## config.mk

```make
export PLATFORM = sky130hd
export DESIGN_NAME = sim_time
export DESIGN_NICKNAME = d
export VERILOG_FILES = /design/src/rtl/sim_time.sv
export SDC_FILE = /design/constraint.sdc
export NUM_CORES = 1
export LEC_CHECK = 0
export BUFFER_PORTS_ARGS = -buffer_cell sky130_fd_sc_hd__buf_2
export CORE_MARGIN = 2
export CORE_UTILIZATION = 50
export CTS_BUF_LIST = sky130_fd_sc_hd__clkbuf_16
export CTS_CLUSTER_SIZE = 10
export DETAILED_ROUTE_END_ITERATION = 7
export PLACE_DENSITY = 0.77
export SYNTH_ARGS = -nofsm -noshare
export SYNTH_HDL_FRONTEND = slang
export SYNTH_SLANG_ARGS = --single-unit
export TNS_END_PERCENT = 20
```

## constraint.sdc

```tcl
create_clock -name clk_i -period 2.5 [get_ports clk_i]
set_input_delay 0.5 -clock clk_i [delete_from_list [all_inputs] [get_ports clk_i]]
set_output_delay 0.5 -clock clk_i [all_outputs]
set_load 0.005 [all_outputs]
```

## src/rtl/sim_time.sv

```systemverilog
// rtl/sim_time.sv - picosecond time base with one-at-a-time wait timer; optional tick generator under SIM_TIME_TICK_EN
module sim_time #(
    parameter int unsigned CLK_PERIOD_PS = 10000,
    parameter int          TIME_W        = 64,
    parameter int unsigned OFFSET_PS     = 0,
    parameter int unsigned TICK_PS       = 5000
) (
    input  logic              clk_i,
    input  logic              rst_ni,
    input  logic              wait_start_i,
    input  logic [TIME_W-1:0] wait_ps_i,
    input  logic              wait_abort_i,
    output logic [TIME_W-1:0] time_ps_o,
    output logic              wait_busy_o,
    output logic              wait_done_o,
    output logic [TIME_W-1:0] done_time_o,
    output logic              tick_o
);

    localparam logic [TIME_W-1:0] PERIOD = TIME_W'(CLK_PERIOD_PS);
    localparam logic [TIME_W-1:0] OFFSET = TIME_W'(OFFSET_PS);

    typedef enum logic {
        ST_IDLE = 1'b0,
        ST_WAIT = 1'b1
    } state_t;

    state_t            state_q;
    logic [TIME_W-1:0] time_q;
    logic [TIME_W-1:0] time_next;
    logic [TIME_W-1:0] rem_q;
    logic              done_q;
    logic [TIME_W-1:0] done_time_q;

    // Next timestamp wraps silently at 2^TIME_W.
    assign time_next = time_q + PERIOD;

    // Free-running timestamp, advanced one clock period per edge.
    always_ff @(posedge clk_i or negedge rst_ni) begin
        if (!rst_ni) begin
            time_q <= OFFSET;
        end else begin
            time_q <= time_next;
        end
    end

    // Wait FSM: abort beats completion, and a start in IDLE beats a concurrent abort.
    always_ff @(posedge clk_i or negedge rst_ni) begin
        if (!rst_ni) begin
            state_q     <= ST_IDLE;
            rem_q       <= '0;
            done_q      <= 1'b0;
            done_time_q <= '0;
        end else begin
            done_q <= 1'b0;
            case (state_q)
                ST_IDLE: begin
                    if (wait_start_i) begin
                        rem_q   <= wait_ps_i;
                        state_q <= ST_WAIT;
                    end
                end
                ST_WAIT: begin
                    if (wait_abort_i) begin
                        rem_q   <= '0;
                        state_q <= ST_IDLE;
                    end else if (rem_q <= PERIOD) begin
                        // Final period consumed: record the time that becomes visible with the pulse.
                        rem_q       <= '0;
                        state_q     <= ST_IDLE;
                        done_q      <= 1'b1;
                        done_time_q <= time_next;
                    end else begin
                        rem_q <= rem_q - PERIOD;
                    end
                end
                default: begin
                    rem_q   <= '0;
                    state_q <= ST_IDLE;
                end
            endcase
        end
    end

    assign time_ps_o   = time_q;
    assign wait_busy_o = (state_q == ST_WAIT);
    assign wait_done_o = done_q;
    assign done_time_o = done_time_q;

`ifdef SIM_TIME_TICK_EN
    localparam logic [TIME_W-1:0] TICK = TIME_W'(TICK_PS);

    logic [TIME_W-1:0] acc_q;
    logic [TIME_W-1:0] acc_next;
    logic              tick_q;

    assign acc_next = acc_q + PERIOD;

    // Fractional tick accumulator: carries the remainder so ticks average TICK_PS apart.
    always_ff @(posedge clk_i or negedge rst_ni) begin
        if (!rst_ni) begin
            acc_q  <= '0;
            tick_q <= 1'b0;
        end else if (acc_next >= TICK) begin
            acc_q  <= acc_next - TICK;
            tick_q <= 1'b1;
        end else begin
            acc_q  <= acc_next;
            tick_q <= 1'b0;
        end
    end

    assign tick_o = tick_q;
`else
    assign tick_o = 1'b0;
`endif

endmodule

```

=== After elaboration in Yosys (flattened, before gate mapping) ===
Index checks and enable logic that the tools add are counted.

* Register bits: 194
* Latch bits: 0
* RAM bits: 0
* Memory bits (read-only): 0
* Input port bits: 68
* Output and inout port bits: 131
* Word-level logic and storage cells: 23
* Memories: 0

* Add/subtract/negate cells: 2
* $mul: 0
* Divide/modulo/power cells: 0
* Order comparisons: 1
* Equal/unequal tests: 1
* Shifts and indexed selects: 0
* Mux-type cells: 11
* Bitwise gates (word level): 2
* Reduce and logical (&&, ||, !) cells: 1

{| class="wikitable"
|+ Operators with widths
! kind !! number
|-
| 64-bit two-way mux || 3
|-
| 64-bit case mux with 2 select lines || 1
|-
| 64-bit by 14-bit adder with 64-bit output (second input constant) || 1
|-
| 64-bit by 14-bit less-or-equal comparator with 1-bit output (second input constant) || 1
|-
| 64-bit by 14-bit subtractor with 64-bit output (second input constant) || 1
|-
| 1-bit two-way mux || 6
|-
| 3-bit AND reduction || 1
|-
| 2-bit != test (second input constant) || 1
|-
| 1-bit NOT || 2
|-
| 1-bit case mux with 2 select lines || 1
|}

=== Logic depth before layout (Yosys ltp) ===
Gate-level depths: netlist of run 1.

* Word-level depth: 4
* Gate-level depth with buffers: 10
* Gate-level depth less buffers: 8

=== Worst setup path after synthesis of run 1 ===
No wires, ideal clock.

* Kind: flip-flop to flip-flop
* Start point: register rem_q[4]
* End point: register done_time_q[17], in the netlist done_time_o[17]
* Library setup time: 0.125 ns
* Arrival time: 2.516 ns
* Required time: 2.375 ns
* Path slack: -0.141 ns
* Cell stages (with the launch flop): 10
* Buffers on the path: 1
* Period minus slack after synthesis: 2.641 ns
* Cells stage by stage: dfrtp_1 -> inv_1 -> ha_1 -> or3b_1 -> a2111oi_4 -> o2111a_1 -> nand3_1 -> clkinv_1 -> buf_2 -> mux2_2

* Cells in the longest elaborated chain, start to end: 2

{| class="wikitable"
|+ RTL lines
! what !! line !! source
|-
| from (decl) || 31 || <nowiki>logic [TIME_W-1:0] rem_q;</nowiki>
|-
| from (signal assigned) || 59 || <nowiki>rem_q <= wait_ps_i;</nowiki>
|-
| from (signal assigned) || 74 || <nowiki>rem_q <= rem_q - PERIOD;</nowiki>
|-
| 64-bit by 14-bit less-or-equal comparator with 1-bit output || 67 || <nowiki>end else if (rem_q <= PERIOD) begin</nowiki>
|-
| 3-bit AND reduction (no source line) || -- ||
|-
| to (signal assigned) || 72 || <nowiki>done_time_q <= time_next;</nowiki>
|-
| to (decl) || 33 || <nowiki>logic [TIME_W-1:0] done_time_q;</nowiki>
|}

Every way passes these cells.
A chain may end at the register's enable or synchronous reset.

=== Final worst setup path of run 1 ===
* Start point: register rem_q[4]
* End point: register rem_q[37]

* Cells in the longest elaborated chain, start to end: 4
* Elaborated cells on any way between the ends: 5
* Those cells by class: add/sub (1); order compare (1); mux (3)

{| class="wikitable"
|+ RTL lines
! what !! line !! source
|-
| 64-bit by 14-bit subtractor with 64-bit output or 64-bit by 14-bit less-or-equal comparator with 1-bit output (tied branches) || 74, 67 ||
|-
| 64-bit two-way mux * || 67 ||
|-
| 64-bit two-way mux * || 64 || <nowiki>if (wait_abort_i) begin</nowiki>
|-
| 64-bit case mux with 2 select lines * || 56 || <nowiki>case (state_q)</nowiki>
|}

Every way passes the cells marked *; elsewhere a longest branch is shown, timed or not.

==> results.sh, run 1 <==
export IMPL_grt_overflow=0
export IMPL_crit_family="simple AND/OR/NAND/NOR gates"
export IMPL_fin_nets=1165
export IMPL_dieArea_um2=19300
export IMPL_gp_congestion=0.902
export IMPL_grt_first_pass_wirelength_um=39700
export IMPL_dp_hpwl_um=17100
export IMPL_fin_crit_sh=1.09
export IMPL_yosysWarnings=0
export IMPL_synth_area_leaders="dfrtp_1 (51%), mux2_2 (7.2%), xnor2_1 (4.0%)"
export IMPL_max_clock_freq_mhz=367
export IMPL_cpMostUsedCell="buf_6"
export IMPL_syn2layout_area_growth_pct=33.7
export IMPL_yosysMostFrequentCell="dfrtp_1"
export IMPL_cts_root_buf="clkbuf_16"
export IMPL_comb_power_share=0.206
export IMPL_worst_slack_ps=-224
export IMPL_hold_viol_final=5
export IMPL_drtPass1Iterations=7
export IMPL_multi_input_area_um2=4520
export IMPL_hold_path_class="in -> async"
export IMPL_cp_buffers_inverters=4
export IMPL_clock_sinks=186
export IMPL_drive_gt1_frac=0.405
export IMPL_period_needed_ps=2720
export IMPL_postLayoutCellArea_um2=12200
export IMPL_powerDensity_nw_per_um2=633
export IMPL_place_area_um2=10800
export IMPL_die_w_um=139
export IMPL_synth_edf_count=0
export IMPL_r2r_slack_ps=-220
export IMPL_p_switching_mw=2.40
export IMPL_ff_latch_area_um2=4650
export IMPL_netlist_area_um2=9090
export IMPL_cp_data_required_time_ps=2870
export IMPL_synth_top_area_frac=0.512
export IMPL_n_fill_cell=1274
export IMPL_num_vias=7861
export IMPL_power_frac_seq=0.443
export IMPL_fin_skew_ps=13.5
export IMPL_synthCells=821
export IMPL_viasPerCell=5.88
export IMPL_drt_iter0_markers=605
export IMPL_max_slew_margin_rel=0.526
export IMPL_ys_top_cells_by_count="dfrtp_1 (186), mux2_2 (58), nor3_1 (51), xnor2_1 (42), nand2_1 (37)"
export IMPL_cp_cell_sequence="buf_6, ha_4, nor3b_4, and4_1, o2111a_2, a211o_4, buf_12, buf_8, buf_6, or4_1, nand3_1"
export IMPL_slowest_stage="or4_1"
export IMPL_h_tree_depth=4
export IMPL_numCtsBuffers=17
export IMPL_ys_types=68
export IMPL_critical_path_max_stage_delay_ps=490
export IMPL_clkTransAtPathRegs_ps=80
export IMPL_insertion_delay_ps=440
export IMPL_yosys_register_bits=186
export IMPL_syn_avg_cell_area_um2=11.1
export IMPL_worstReg2RegStart="rem_q[4]"
export IMPL_initial_core_util=0.508
export IMPL_antennaDiodeCount=0
export IMPL_synth_seq_area_share=0.512
export IMPL_cts_buffer_depth=2
export IMPL_drc=0
export IMPL_grt_pass1_vias=7661
export IMPL_rsz0062_at_grt="true"
export IMPL_track_usage=0.254
export IMPL_setup_violations=96
export IMPL_worst_slew_pin_slew_ps=709
export IMPL_reg2reg_to="rem_q[37]"
export IMPL_io_pins=199
export IMPL_total_leakage_power_nw=5.98
export IMPL_grt_start_max_net_pins=49
export IMPL_outcome="finished, violations left"
export IMPL_internal_power_mw=5.30
export IMPL_synth_top_area_cell="dfrtp_1"
export IMPL_crit_path_end_kind="flip-flop"
export IMPL_ant_nets=0
export IMPL_path_class="reg -> reg"
export IMPL_final_max_slew_violation_count=0
export IMPL_ys_flop_type="dfrtp_1"
export IMPL_critPathMaxFanout=5
export IMPL_drt_wl_total_um=25700
export IMPL_ir_worst_vdd_mv=0.520
export IMPL_violations="hold timing, setup timing"
export IMPL_switching_share=0.311
export IMPL_cts_hold_fix_buffers=0
export IMPL_start_kind="flip-flop"
export IMPL_port_buffers=189
export IMPL_antenna_found_initial=0
export IMPL_die_h_um=139
export IMPL_power_clock_fraction=0.351
export IMPL_cap_violations=0
export IMPL_cts_tree="yes"
export IMPL_holdWs_ps=-3.80
export IMPL_coreArea_um2=17900
export IMPL_placementRows=49
export IMPL_rr_worst_depth=11
export IMPL_cp_arrival_ps=3090
export IMPL_wl_per_cell_um=19.2
export IMPL_async_flop_share=1.00
export IMPL_pre_cts_ws_ps=-189
[state kept, by name (all words and copies together) (netlist names)]
register / cells
rem_q: 64
done_time_o: 60
time_ps_o: 60
wait_busy_o: 1
wait_done_o: 1
[routing by layer]
layer,share of wire,track usage,up-vias
met5,0,0,-
li1,-,-,3585
met3,0.072,0.0546,42
met1,0.42,0.346,3890
met4,0.018,0.0691,0
met2,0.49,0.415,344
[placed cells by master, fill, tap and decap left out, types with 5 or more instances in the layout]
master     count
nor4_1        20
or2_2         10
conb_1         9
mux2_4        40
xnor2_1       42
nor2_1        34
o21ai_1        8
or3_1         17
and3_1         6
xor2_1        32
a22oi_1       12
dfrtp_1      186
nand4_1       15
inv_1         18
a221o_1       21
nor4_2         6
o21ai_0       16
nand2_1       34
buf_12         7
mux2i_1       18
buf_4         75
a21oi_1       12
and4_1         6
buf_2        188
mux2_2        19
clkbuf_16     22
buf_6         17
o22ai_1       17
or4_1          7
a21o_1        11
nor3_1        46
nand3_1       31
a22o_1         5
[cell families (layout without fill, tap and decap cells)]
| kind of cell | count (synthesis) | after routing | synth area share |
|---|---|---|---|
| xor gates and xnor gates | 74 | 74 | 0.0713 |
| muxes | 77 | 77 | 0.0929 |
| adders and majority gates | 3 | 3 | 0.00413 |
| and+or+nand+nor | 271 | 271 | 0.167 |
| other | 1 | 9 | 0.000412 |
| DFF | 186 | 186 | 0.512 |
| AOI/OAI and AO/OA | 139 | 139 | 0.115 |
| buffers and inverters | 70 | 348 | 0.0376 |
[through the flow]
stage	total power, mW	cells	utilization	TNS (ps)
6_report	7.70	1336	0.679	-9050
5_1_grt	8.05	1336	0.679	-19000
4_1_cts	7.53	1324	0.650	-9410
3_5_place_dp	4.83	1287	0.606	-11340
3_3_place_gp	4.80	1287	0.606	-7140
2_1_floorplan	4.23	829	-	-7230
[cell type report]
class	instances	area share
multi-input combinational	573	0.372
inverter	21	0.00751
clock inverter	15	0.0137
clock buffer	17	0.0350
timing repair buffer	295	0.166
tap	229	0.0236
sequential	186	0.383
[power by group through the flow]
stage	Sequential (mW)	Clock (mW)	Combinational (mW)
finish	3.41	2.70	1.59
global route	3.44	2.89	1.72
CTS	3.39	2.73	1.41
detailed placement	3.44	0	1.39
global placement	3.44	0	1.36
floorplan	3.45	0	0.784
[worst reg2reg max path: stages (launching register included)]
cell and delay (ps):
dfrtp_1 420, buf_6 140, ha_4 150, nor3b_4 150, and4_1 160, o2111a_2 320, a211o_4 380, buf_12 140
buf_8 130, buf_6 120, or4_1 490, nand3_1 80
[worst max-delay path by stage]
| stage | slack [ps] | start | end | cells past startpoint |
|---|---|---|---|---|
| 2_1_floorplan | -110 | rem_q[4] | rem_q[30] | 10 |
| 5_1_grt | -300 | rem_q[5] | rem_q[45] | 11 |
| 3_3_place_gp | -140 | rem_q[5] | done_time_o[60] | 9 |
| 6_report | -220 | rem_q[4] | rem_q[37] | 11 |
| 4_1_cts | -170 | rem_q[4] | rem_q[49] | 8 |
| 3_5_place_dp | -190 | rem_q[4] | done_time_o[52] | 9 |
[repair_timing]
item                                    4_1_cts  5_1_grt
pin swaps                                     6       15
cloned                                        1        5
gates resized for setup                      38       83
endpoints found under the setup margin      104      120
setup buffers                                 4        7
(Power assumes the default switching activity.)
==> inputs of run 2 (changes only) <==
--- a/config.mk
+++ b/config.mk
@@ -7,11 +7,11 @@
 export LEC_CHECK = 0
 export BUFFER_PORTS_ARGS = -buffer_cell sky130_fd_sc_hd__buf_2
 export CORE_MARGIN = 2
-export CORE_UTILIZATION = 50
+export CORE_UTILIZATION = 40
 export CTS_BUF_LIST = sky130_fd_sc_hd__clkbuf_16
 export CTS_CLUSTER_SIZE = 10
 export DETAILED_ROUTE_END_ITERATION = 7
-export PLACE_DENSITY = 0.77
+export PLACE_DENSITY = 0.64
 export SYNTH_ARGS = -nofsm -noshare
 export SYNTH_HDL_FRONTEND = slang
 export SYNTH_SLANG_ARGS = --single-unit
==> run 2 against run 1 <==
Net effect:
- the run ends with setup timing left
- utilization is 13 points lower
- global-route usage is 3.7 points lower
- sequential power hardly changed
- sequential share of layout area is 0.44 points lower
- routed wire length is 1.5% higher
- clock skew is 1.1 ps lower
- register-to-register slack better by 30 ps
- clock power is 2% higher
- largest cell class unchanged
- critical path depth stayed put
- fmax is 1.1% higher
- design area is 1.2% higher
==> results.sh, run 2 (synthesis gave the netlist of run 1 again) <==
export IMPL_n_fill_cell=1982
export IMPL_setup_violations=84
export IMPL_period_needed_ps=2690
export IMPL_path_class="reg -> reg"
export IMPL_fin_skew_ps=12.4
export IMPL_critPathMaxFanout=6
export IMPL_syn2layout_area_growth_pct=35.3
export IMPL_ff_latch_area_um2=4650
export IMPL_outcome="finished, violations left"
export IMPL_viasPerCell=5.54
export IMPL_fin_tns_setup_ps=-9820
export IMPL_drt_iter0_markers=471
export IMPL_dieArea_um2=24000
export IMPL_max_slew_margin_rel=0.566
export IMPL_antennaDiodeCount=0
export IMPL_hold_viol_final=0
export IMPL_final_common_cell="buf_2"
export IMPL_port_buffers=189
export IMPL_dp_hpwl_um=17800
export IMPL_holdWs_ps=7.66
export IMPL_initial_core_util=0.404
export IMPL_r2r_slack_ps=-190
export IMPL_cp_data_required_time_ps=2830
export IMPL_max_clock_freq_mhz=371
export IMPL_grt_first_pass_wirelength_um=40900
export IMPL_top_register="rem_q"
export IMPL_grt_pass1_vias=7657
export IMPL_io_pins=199
export IMPL_rsz0062_at_grt="true"
export IMPL_cts_tree="yes"
export IMPL_violations="setup timing"
export IMPL_start_kind="flip-flop"
export IMPL_cp_arrival_ps=3020
export IMPL_track_usage=0.216
export IMPL_total_leakage_power_nw=6.05
export IMPL_largest_reg_flops=64
export IMPL_cts_root_buf="clkbuf_16"
export IMPL_cts_hold_fix_buffers=0
export IMPL_clock_sinks=186
export IMPL_grt_start_max_net_pins=70
export IMPL_crit_path_end_kind="flip-flop"
export IMPL_die_w_um=155
export IMPL_h_tree_depth=4
export IMPL_fin_total_pwr_mw=7.85
export IMPL_ant_nets=0
export IMPL_final_cell_mix="buf_2 (188), dfrtp_1 (186), buf_4 (77)"
export IMPL_drtPass1Iterations=5
export IMPL_placementRows=55
export IMPL_antenna_found_initial=1
export IMPL_cap_violations=0
export IMPL_ir_worst_vdd_mv=0.421
export IMPL_clkTransAtPathRegs_ps=80
export IMPL_gp_congestion=0.860
export IMPL_worst_slew_pin_slew_ps=645
export IMPL_die_h_um=155
export IMPL_fin_crit_sh=1.08
export IMPL_grt_overflow=0
export IMPL_final_max_slew_violation_count=0
export IMPL_drive_gt1_frac=0.411
export IMPL_cts_buffer_depth=2
export IMPL_wl_per_cell_um=18.6
export IMPL_worst_slack_ps=-194
export IMPL_insertion_delay_ps=440
export IMPL_drt_wl_total_um=26100
export IMPL_fin_nets=1176
export IMPL_num_vias=7776
export IMPL_hold_path_class="in -> async"
export IMPL_coreArea_um2=22500
export IMPL_multi_input_area_um2=4440
export IMPL_drc=0
export IMPL_numCtsBuffers=17
export IMPL_powerDensity_nw_per_um2=638
==> run 2: cell types whose count changed in the layout (fill, tap and decap cells not counted), moves of 4 or more <==
cell	previous run	this run
buf_12	7	12
o22ai_2	0	4
mux2_2	19	39
o22ai_1	17	13
buf_6	17	23
mux2_4	40	20
clkbuf_16	22	18
==> run 2: final cells by class <==
class	instances	share of cell area
well taps	285	0.0290
flip-flops and latches	186	0.378
clock inverters	15	0.0141
repair buffers	306	0.176
clock buffers	17	0.0346
inverters	21	0.00681
multi-input cells	573	0.361
==> run 2: report_power, final <==
group / internal (mW) / switching (mW)
Combinational: 0.817 / 0.881
Clock: 1.36 / 1.40
Sequential: 3.20 / 0.195
Total: 5.37 / 2.47
==> run 2: metal layers <==
layer | share of wire | vias up | global-route usage
li1 | - | 3593 | -
met1 | 0.45 | 3856 | 0.295
met2 | 0.48 | 295 | 0.356
met3 | 0.058 | 32 | 0.0375
met4 | 0.016 | 0 | 0.0604
met5 | 0 | - | 0
==> run 2: per-stage QoR <==
| stage | cells | worst slack, ps | area, um^2 | util |
|---|---|---|---|---|
| finish | 1403 | -194 | 12300 | 0.547 |
| global route | 1403 | -298 | 12300 | 0.547 |
| CTS | 1400 | -133 | 12100 | 0.538 |
| detailed placement | 1349 | -177 | 11000 | 0.489 |
| global placement | 1349 | -126 | 11000 | 0.489 |
| floorplan | 829 | -112 | 9150 | - |
==> run 2: worst max-delay path, cell delays in order (launching register included) <==
cell and delay, ps:
dfrtp_1 400, inv_2 80, ha_4 130, or3b_4 390
a2111oi_4 360, o2111a_2 300, nand3_2 140, clkinv_4 110
buf_12 110, buf_12 110, buf_16 120, mux2_2 320
==> run 2: final timing paths <==
kind / end / depth (start not counted) / from
hold / removal: time_ps_o[20] / 1 / rst_ni
setup reg to reg: done_time_o[51] / 11 / rem_q[4]
setup / recovery: done_time_o[51] / 11 / rem_q[4]
hold reg to reg: done_time_o[4] / 2 / done_time_o[4]
min in group clk_i: rem_q[9] / 2 / wait_ps_i[9]
max in group asynchronous: rem_q[40] / 2 / rst_ni
==> run 2: repair_timing <==
item                       CTS  global route
resized for setup           62            39
setup endpoints to repair   97           123
gates cloned                 4             1
pin swaps                   13            18
buffers inserted            15             2
==> inputs of run 3 (changes only) <==
--- a/config.mk
+++ b/config.mk
@@ -11,7 +11,9 @@
 export CTS_BUF_LIST = sky130_fd_sc_hd__clkbuf_16
 export CTS_CLUSTER_SIZE = 10
 export DETAILED_ROUTE_END_ITERATION = 7
+export GPL_ROUTABILITY_DRIVEN = 0
 export PLACE_DENSITY = 0.64
+export RECOVER_POWER = 25
 export SYNTH_ARGS = -nofsm -noshare
 export SYNTH_HDL_FRONTEND = slang
 export SYNTH_SLANG_ARGS = --single-unit
==> run 3 against run 2 <==
Net effect:
- the flow still finishes with violations (setup timing)
- utilization shrank 0.17 points
- clock skew is 1.2 ps higher
- non-clock buffer count stayed put
- via count increased by 0.10%
- flip-flop and latch count did not move
- sequential share of layout area up 0.12 points
- critical path depth did not move
- sequential power about the same
- critical endpoint unchanged
- largest power group unchanged
==> results.sh, run 3 (synthesis gave the netlist of run 1 again) <==
export IMPL_outcome="finished, violations left"
export IMPL_violations="setup timing"
export IMPL_path_class="reg -> reg"
export IMPL_final_max_slew_violation_count=0
export IMPL_largest_reg_flops=64
export IMPL_dieArea_um2=24000
export IMPL_fin_skew_ps=13.6
export IMPL_die_w_um=155
export IMPL_hold_viol_final=0
export IMPL_cts_hold_fix_buffers=0
export IMPL_ff_latch_area_um2=4650
export IMPL_grt_pass1_vias=7657
export IMPL_fin_crit_sh=1.08
export IMPL_rsz0062_at_grt="true"
export IMPL_final_cell_mix="buf_2 (188), dfrtp_1 (186), buf_4 (76)"
export IMPL_cts_tree="yes"
export IMPL_drc=0
export IMPL_clkTransAtPathRegs_ps=80
export IMPL_setup_violations=91
export IMPL_cap_violations=0
export IMPL_drt_iter0_markers=442
export IMPL_multi_input_area_um2=4440
export IMPL_total_leakage_power_nw=6.03
export IMPL_num_vias=7784
export IMPL_wl_per_cell_um=18.6
export IMPL_grt_overflow=0
export IMPL_track_usage=0.216
export IMPL_hold_end="rem_q[32]"
export IMPL_antennaDiodeCount=0
export IMPL_max_slew_margin_rel=0.0562
export IMPL_final_common_cell="buf_2"
export IMPL_powerDensity_nw_per_um2=639
export IMPL_top_register="rem_q"
export IMPL_initial_core_util=0.404
export IMPL_grt_first_pass_wirelength_um=40900
export IMPL_hold_path_class="in -> reg"
export IMPL_period_needed_ps=2700
export IMPL_max_clock_freq_mhz=370
export IMPL_placementRows=55
export IMPL_pre_cts_ws_ps=-177
export IMPL_insertion_delay_ps=440
export IMPL_cp_arrival_ps=3040
export IMPL_coreArea_um2=22500
export IMPL_n_fill_cell=1984
export IMPL_cp_data_required_time_ps=2830
export IMPL_fin_tns_setup_ps=-10410
export IMPL_cts_root_buf="clkbuf_16"
export IMPL_critPathMaxFanout=6
export IMPL_min_path_cells=2
export IMPL_worstReg2RegStart="rem_q[4]"
export IMPL_grt_start_max_net_pins=70
export IMPL_dp_hpwl_um=17800
export IMPL_die_h_um=155
export IMPL_clock_sinks=186
export IMPL_numCtsBuffers=17
export IMPL_io_pins=199
export IMPL_drive_gt1_frac=0.411
export IMPL_port_buffers=189
export IMPL_h_tree_depth=4
export IMPL_drt_wl_total_um=26100
export IMPL_antenna_found_initial=1
export IMPL_crit_path_end_kind="flip-flop"
export IMPL_worst_slew_pin_slew_ps=1420
export IMPL_drtPass1Iterations=5
export IMPL_worst_slack_ps=-204
export IMPL_rr_worst_depth=11
export IMPL_viasPerCell=5.55
export IMPL_r2r_slack_ps=-200
export IMPL_fin_nets=1176
export IMPL_worstHoldStart="wait_ps_i[32]"
export IMPL_start_kind="flip-flop"
export IMPL_ir_worst_vdd_mv=0.423
export IMPL_fin_total_pwr_mw=7.84
export IMPL_ant_nets=0
export IMPL_reg2reg_to="done_time_o[51]"
export IMPL_cts_buffer_depth=2
export IMPL_syn2layout_area_growth_pct=34.9
-- run 3: cell types whose count changed in the layout (fill, tap and decap cells not counted) --
cell      previous run  this run
buf_12              12        10
clkbuf_4             0         2
buf_4               77        76
clkbuf_1             0         1
clkbuf_2             0         1
clkbuf_8             1         0
-- run 3: area by class of cell --
class / instances / area share
multi-input cells: 573 / 0.362
repair buffers: 306 / 0.174
clock inverters: 15 / 0.0142
well taps: 285 / 0.0291
flip-flops and latches: 186 / 0.379
clock buffers: 17 / 0.0347
inverters: 21 / 0.00683
-- run 3: worst max-delay path by stage --
stage                         from         endpoint  depth (start not counted)
final                     rem_q[4]  done_time_o[51]                         11
after global routing      rem_q[5]        rem_q[47]                         11
after CTS                 rem_q[4]        rem_q[21]                         11
after detailed placement  rem_q[5]  done_time_o[32]                          9
after global placement    rem_q[5]  done_time_o[29]                          9
after floorplan           rem_q[4]        rem_q[30]                         10
-- run 3: where the power goes --
| group | leakage, nW | internal (mW) | switching (mW) | total (mW) |
|---|---|---|---|---|
| combinational | 3.26 | 0.810 | 0.880 | 1.69 |
| sequential | 2.48 | 3.20 | 0.196 | 3.39 |
| clock | 0.292 | 1.36 | 1.40 | 2.76 |
-- run 3: worst max-delay path, stage by stage, from the launching register on --
cell,delay [ps]
dfrtp_1,400
inv_2,90
ha_4,130
or3b_4,390
a2111oi_4,370
o2111a_2,310
nand3_2,140
clkinv_4,110
buf_12,110
buf_12,120
buf_16,120
mux2_2,320
-- run 3: routing by layer --
metal  vias up  wire length, um  global-route usage
li1       3594                -                   -
met1      3859            11700               0.295
met2       296            12500               0.356
met3        35             1540              0.0375
met4         0              384              0.0604
met5         -                0                   0
-- run 3: repair_timing --
action,in CTS,in global routing
pin swaps,13,18
hold endpoints to repair,0,0
endpoints found under the setup margin,97,123
cloned,4,1
buffers inserted,15,2
resized for setup,62,39
-- run 3: stage by stage --
step                      utilization  hold slack [ps]  instances  area [um^2]
after floorplan                     -              204        829         9150
after global placement          0.489              459       1349        11000
after detailed placement        0.489              478       1349        11000
after CTS                       0.538             13.4       1400        12100
after global routing            0.545              287       1403        12300
final                           0.545              287       1403        12300
